<file path="config.mk">
export PLATFORM = sky130hd
export DESIGN_NAME = musb_gpr_write_arbiter_flat
export DESIGN_NICKNAME = d
export VERILOG_FILES = /design/src/rtl/musb_gpr_write_arbiter_if.sv /design/src/rtl/musb_gpr_write_arbiter.sv /design/src/flat_wrapper.sv
export SDC_FILE = /design/constraint.sdc
export NUM_CORES = 1
export LEC_CHECK = 0
export ABC_CLOCK_PERIOD_IN_PS = 4000
export BUFFER_PORTS_ARGS = -buffer_cell sky130_fd_sc_hd__buf_4
export CORE_MARGIN = 4
export CORE_UTILIZATION = 53
export DETAILED_ROUTE_END_ITERATION = 16
export PLACE_DENSITY = 0.79
export SYNTH_ARGS = -nofsm -noshare
export SYNTH_HDL_FRONTEND = slang
export SYNTH_SLANG_ARGS = --single-unit
</file>
<file path="constraint.sdc">
create_clock -name clk -period 4 [get_ports clk]
set_clock_uncertainty 0.05 [all_clocks]
set_input_delay 0.6 -clock clk [delete_from_list [all_inputs] [get_ports clk]]
set_output_delay 0.6 -clock clk [all_outputs]
set_load 0.05 [all_outputs]
</file>
<file path="src/rtl/musb_gpr_write_arbiter_if.sv">
// rtl/musb_gpr_write_arbiter_if.sv - long-latency result handshake channel into the GPR write arbiter
interface musb_gpr_write_arbiter_if;
   logic        async_valid;
   logic [4:0]  async_wa;
   logic [31:0] async_wd;
   logic        async_ready;

   // Result producer side (multiplier/divider, uncached load unit)
   modport master (
      output async_valid,
      output async_wa,
      output async_wd,
      input  async_ready
   );

   // Arbiter side
   modport slave (
      input  async_valid,
      input  async_wa,
      input  async_wd,
      output async_ready
   );
endinterface

</file>
<file path="src/rtl/musb_gpr_write_arbiter.sv">
// rtl/musb_gpr_write_arbiter.sv - GPR write-port arbiter with async result FIFO and pending scoreboard
module musb_gpr_write_arbiter #(
   parameter int DEPTH = 2
) (
   input  logic                      clk,
   input  logic                      rst,
   // In-order pipeline writeback; always has priority and is never stalled
   input  logic [4:0]                wb_gpr_wa,
   input  logic [31:0]               wb_gpr_wd,
   input  logic                      wb_gpr_we,
   // Long-latency op issue, marks the destination as outstanding
   input  logic                      async_issue,
   input  logic [4:0]                async_issue_wa,
   // Long-latency result channel
   musb_gpr_write_arbiter_if.slave   async,
   // Decode hazard lookup
   input  logic [4:0]                id_ra_a,
   input  logic [4:0]                id_ra_b,
   input  logic [4:0]                id_wa,
   output logic                      hazard_stall,
   // Register file write port
   output logic [4:0]                gpr_wa,
   output logic [31:0]               gpr_wd,
   output logic                      gpr_we
);

   // DEPTH must be a power of two >= 2 so the extra pointer bit distinguishes full from empty.
   localparam int AW = $clog2(DEPTH);
   localparam int PW = AW + 1;

   logic [4:0]    fifo_wa [DEPTH];
   logic [31:0]   fifo_wd [DEPTH];
   logic [PW-1:0] wr_ptr;
   logic [PW-1:0] rd_ptr;

   logic          fifo_full;
   logic          fifo_empty;
   logic          slot_busy;
   logic          push;
   logic          pop;
   logic [4:0]    head_wa;
   logic [31:0]   head_wd;

   logic [31:0]   pending_q;
   logic [31:0]   set_vec;
   logic [31:0]   clr_vec;

   assign fifo_empty = (wr_ptr == rd_ptr);
   assign fifo_full  = (wr_ptr[AW-1:0] == rd_ptr[AW-1:0]) && (wr_ptr[AW] != rd_ptr[AW]);

   // Writes to r0 occupy no slot, so the FIFO may drain underneath them.
   assign slot_busy  = wb_gpr_we && (wb_gpr_wa != 5'd0);

   // Ready ignores a same-cycle pop: there is no push-through path when full.
   assign async.async_ready = !fifo_full && !rst;

   // Results aimed at r0 are handshaken but dropped, never stored.
   assign push = async.async_valid && async.async_ready && (async.async_wa != 5'd0);
   assign pop  = !slot_busy && !fifo_empty;

   assign head_wa = fifo_wa[rd_ptr[AW-1:0]];
   assign head_wd = fifo_wd[rd_ptr[AW-1:0]];

   // Result storage; contents are only meaningful between the pointers, so no reset.
   always_ff @(posedge clk) begin
      if (push) begin
         fifo_wa[wr_ptr[AW-1:0]] <= async.async_wa;
         fifo_wd[wr_ptr[AW-1:0]] <= async.async_wd;
      end
   end

   // FIFO pointers; reset discards every buffered result.
   always_ff @(posedge clk) begin
      if (rst) begin
         wr_ptr <= '0;
         rd_ptr <= '0;
      end else begin
         if (push) begin
            wr_ptr <= wr_ptr + PW'(1);
         end
         if (pop) begin
            rd_ptr <= rd_ptr + PW'(1);
         end
      end
   end

   // Write-port mux: pipeline first, then FIFO head, otherwise a quiet port.
   always_comb begin
      gpr_we = 1'b0;
      gpr_wa = 5'd0;
      gpr_wd = 32'd0;
      if (slot_busy) begin
         gpr_we = wb_gpr_we;
         gpr_wa = wb_gpr_wa;
         gpr_wd = wb_gpr_wd;
      end else if (!fifo_empty) begin
         gpr_we = 1'b1;
         gpr_wa = head_wa;
         gpr_wd = head_wd;
      end
   end

   // Scoreboard set/clear vectors for this cycle; r0 never becomes pending.
   always_comb begin
      set_vec = 32'd0;
      clr_vec = 32'd0;
      if (async_issue && (async_issue_wa != 5'd0)) begin
         set_vec[async_issue_wa] = 1'b1;
      end
      if (pop) begin
         clr_vec[head_wa] = 1'b1;
      end
   end

   // Pending register update; applying the set after the clear makes a same-register issue win.
   always_ff @(posedge clk) begin
      if (rst) begin
         pending_q <= 32'd0;
      end else begin
         pending_q <= ((pending_q & ~clr_vec) | set_vec) & ~32'd1;
      end
   end

   // RAW on either source or WAW on the destination against an outstanding result.
   assign hazard_stall = pending_q[id_ra_a] | pending_q[id_ra_b] | pending_q[id_wa];

endmodule

</file>
<file path="src/flat_wrapper.sv">
// flat-port wrapper written by rule: the top's interface ports become plain ports
module musb_gpr_write_arbiter_flat 
#(
   parameter int DEPTH = 2
)
  (clk, rst, wb_gpr_wa, wb_gpr_wd, wb_gpr_we, async_issue, async_issue_wa, id_ra_a, id_ra_b, id_wa, hazard_stall, gpr_wa, gpr_wd, gpr_we, async_async_valid, async_async_wa, async_async_wd, async_async_ready);
  musb_gpr_write_arbiter_if async_i ();
  input  logic clk;
  input  logic rst;
  input  logic [4:0] wb_gpr_wa;
  input  logic [31:0] wb_gpr_wd;
  input  logic wb_gpr_we;
  input  logic async_issue;
  input  logic [4:0] async_issue_wa;
  input  logic [4:0] id_ra_a;
  input  logic [4:0] id_ra_b;
  input  logic [4:0] id_wa;
  output logic hazard_stall;
  output logic [4:0] gpr_wa;
  output logic [31:0] gpr_wd;
  output logic gpr_we;
  input wire logic [$bits(async_i.async_valid)-1:0] async_async_valid;
  input wire logic [$bits(async_i.async_wa)-1:0] async_async_wa;
  input wire logic [$bits(async_i.async_wd)-1:0] async_async_wd;
  output wire logic [$bits(async_i.async_ready)-1:0] async_async_ready;
  assign async_i.async_valid = async_async_valid;
  assign async_i.async_wa = async_async_wa;
  assign async_i.async_wd = async_async_wd;
  assign async_async_ready = async_i.async_ready;
  musb_gpr_write_arbiter #(.DEPTH(DEPTH)) u_core (.clk(clk), .rst(rst), .wb_gpr_wa(wb_gpr_wa), .wb_gpr_wd(wb_gpr_wd), .wb_gpr_we(wb_gpr_we), .async_issue(async_issue), .async_issue_wa(async_issue_wa), .async(async_i), .id_ra_a(id_ra_a), .id_ra_b(id_ra_b), .id_wa(id_wa), .hazard_stall(hazard_stall), .gpr_wa(gpr_wa), .gpr_wd(gpr_wd), .gpr_we(gpr_we));
endmodule
</file>
==> summary by stage <==
Worst setup path
For the worst setup path, the data arrival time is 2510 ps. The largest fanout on the critical path is 68. For this design, the slowest cell found on the critical path is o21a_2. The signal on the critical path passes through buf_4, or4_4, o21a_2, o31ai_1, buf_4.

The worst register-to-register path has a depth of 5. At the worst endpoint, the required time is 3350 ps. The critical path is of the input pin to primary output type.

The terminus of the critical flop-to-flop path is u_core.fifo_wd[1][6]$_DFFE_PP_. The kind of capture point of the worst setup path is a primary output. The setup slack of the worst register-to-register path is 1570 ps. The worst register-to-register path begins at u_core.wr_ptr[0]$_SDFFE_PP0P_. For this run, the slowest stage of the critical path takes 570 ps. STA classifies the critical path startpoint as an input pin. Among the stages of the critical path, the cell type that occurs most often is buf_4.

Logic synthesis
After synthesis, the mean cell area works out to 11.02 µm². The cell with the most instances after synthesis is nand2_1. Counting instances in the post-synthesis netlist gives the leading cell types as 84 x nand2_1, 74 x edfxtp_1, 44 x mux2i_1. The number of instances in the synthesized netlist is 498. The post-synthesis instance area is 5489 µm². After synthesis, the cell types taking the most area are edfxtp_1 40%, dfxtp_1 13%, mux2i_1 8.0%. For this run, asynchronously set or reset flops after synthesis account for 0%. The netlist uses 46 different library cells. Counting flops with a built-in enable in the synthesized netlist gives 74.

Sequential cells were found to cover 53.61% of the synthesized design area. In this run, synthesis produced a sequential element count of 110. The count of synthesis-stage warnings from yosys is 0.

The number of nets handed over by synthesis was 597. Of the post-synthesis cell area, the dominant cell type holds 40.48%. The library cell with the largest summed area after synthesis is edfxtp_1.

The main flop type after synthesis is edfxtp_1.

Floorplanning
In this run the vertical extent of the chip is 109.8 µm. The row count is 36. The width of the die is 109.8 µm. Once the floorplan was initialized, standard cells occupied 55.39% of the core. The top-level port count is 139. The floorplan step defined a core boundary enclosing 9910 µm². The floorplan step defined a die boundary enclosing 12,050 µm².

Layout
The share of layout cells above drive strength 1 is 30.46%. The number of antenna diodes in the final layout is 0. Compared with the post-synthesis result, the final layout area differs by 24.62%. After routing the design area is 6840 µm². The number of filler instances in the final layout is 749.

The net count reported at finish is 721.

Timing
Setup repair after global routing left no endpoint under its margin. Timing would allow up to 0.3161 GHz. The count of final hold-check violations is 0. The share of the cycle needed by the critical path after routing is 79.08%. At the pin with the least slew margin, the transition time is 1127 ps. Setup violations remaining at the end of the flow were counted as 0. The number of max-slew violations in the final report was 0. The clock period minus final worst setup slack is 3163 ps. The max-slew headroom at the worst pin is 24.90%.

Detailed routing
The via-per-instance ratio is 5.896. The overall via count from detail_route is 4,481. The detailed-routing wirelength on met1 is 5287 µm. For this run, design rule violations remaining after detail routing come to 0.

The highest layer touched by signal routing is met4. The pre-antenna-repair detailed-routing pass consisted of 5 iterations. The first routing iteration left 288 violations. The routed wire length is 13,700 µm. The average wire per cell in the routed design is 18.03 µm. Summed over all nets, wire length on met3 after detailed routing comes to 1028 µm. The number of nets still failing antenna checks after routing is 0. The met2 routed wirelength is 7003 µm.

Global route
Entering global routing, the biggest net connects 69 pins. The global route total overflow is 0. The number of global-route vias before repair was 4,516. The initial antenna violation count is 0. The first global-routing pass estimated 21,930 µm of wire. Global routing used 23.61% of the available tracks across all layers.

CTS
In this run the post-CTS setup repair buffer count came out at 0. The clock transition at the register clock pins on the worst setup and hold paths after CTS is 110 ps. The number of clock sinks seen by CTS is 110. The H-tree level count is 3. The CTS root buffer is clkbuf_8. The source-to-sink clock delay at the later pin of the worst-skew pair is 370 ps. The TritonCTS clock tree is built. TritonCTS created 9 clock buffers. The total of hold buffers inserted after clock tree synthesis is 0.

The quantity of gates resized following cts is 0. In this run the deepest clock path goes through 2 buffers.

Status
The run finished with clean final reports.

Min path
The type of the worst min-delay path is input pin to register. The number of cells traversed by the worst hold path is 1. The worst hold path terminates at u_core.fifo_wd[0][13]$_DFFE_PP_.

The startpoint of the tightest hold check path is async_async_wd[13].

Place
The placer's final routability congestion estimate is 0.8927. In this run the cell area measured after placement is 6628 µm². Detailed placement finished with a half-perimeter wire length of 10,400 µm. Buffers placed on the I/O ports in this run total 138.

Pwr
The power density normalized to cell area is 410.7 nW/µm². The leakage power total is 2.490 nW. The total power after layout is 2.809 mW.

VDD sags by at most 0.0002429 V.

Run
The number of max-capacitance violations reported is 0.
cells in the final DEF (no fill, tap or decap), drive strengths merged, types with 13 or more instances in the layout:
cell and instances:
a21oi 35, buf 143, dfxtp 36, edfxtp 74, mux2i 44, mux4 13, nand2 84, nor2 20
nor2b 13, o21ai 35, o31ai 35
power breakdown:
group | internal (mW) | leakage, nW | switching (mW) | total [mW]
clock | 0.304 | 0.104 | 0.402 | 0.706
combinational | 0.280 | 1.42 | 0.517 | 0.797
sequential | 1.26 | 0.970 | 0.0460 | 1.31
total | 1.84 | 2.49 | 0.965 | 2.81
metrics by stage:
step | TNS (ps) | hold WS, ps | std cells | setup slack, ps | util, %
floorplan | -5560 | 419.9 | 498 | -75.14 | -
global placement | 0 | 433.3 | 744 | 934.4 | 66.88
detailed placement | 0 | 451.7 | 744 | 833.9 | 66.88
CTS | 0 | 337.0 | 760 | 831.9 | 69.03
global route | 0 | 326.7 | 760 | 719.1 | 69.03
finish | 0 | 349.2 | 760 | 836.8 | 69.03
how the worst max path moves through the flow:
stage                       from                              to  slack, ps  cells past startpoint
floorplan                    rst  u_core.fifo_wa[0][0]$_DFFE_PP_        -80                      4
global placement    wb_gpr_wa[2]                       gpr_wd[4]        930                      5
detailed placement  wb_gpr_wa[2]                      gpr_wd[16]        830                      5
CTS                 wb_gpr_wa[2]                      gpr_wd[16]        830                      5
global route        wb_gpr_wa[2]                      gpr_wd[15]        720                      5
finish              wb_gpr_wa[2]                      gpr_wd[16]        840                      5
worst max-delay path: cells and delay by family:
kind | cells | cell delay (ps)
AO/OA/AOI/OAI | 2 | 990
AND/OR/NAND/NOR | 1 | 530
buffers and inverters | 2 | 380
cell type report:
cell class,instances,area (µm²),area share [%]
clock buffer,9,123.9,1.811
tap,133,166.4,2.433
sequential,110,2944,43.04
clock inverter,7,88.84,1.299
multi-input combinational,351,2417,35.34
inverter,7,26.28,0.3841
timing repair buffer,143,1074,15.69
registers in the layout (all words and copies together) (netlist names), named ones only:
signal and cells:
u_core.fifo_wd 64, u_core.pending_q 31, u_core.fifo_wa 10, u_core.rd_ptr 2, u_core.wr_ptr 2
routing by layer:
| metal | vias up | track usage, % |
|---|---|---|
| met5 | - | 0 |
| li1 | 2128 | - |
| met1 | 2113 | 28.46 |
| met4 | 0 | 9.439 |
| met2 | 202 | 41.11 |
| met3 | 38 | 5.109 |
cell families after synthesis:
| family | after synthesis | share of synthesized area (%) |
|---|---|---|
| buffers and inverters | 37 | 2.690 |
| AOI/OAI and AO/OA | 129 | 14.91 |
| and+or+nand+nor | 149 | 12.38 |
| muxes | 68 | 15.61 |
| DFF | 110 | 53.61 |
| xor gates and xnor gates | 5 | 0.7980 |
Power figures use the tool's default switching activity.
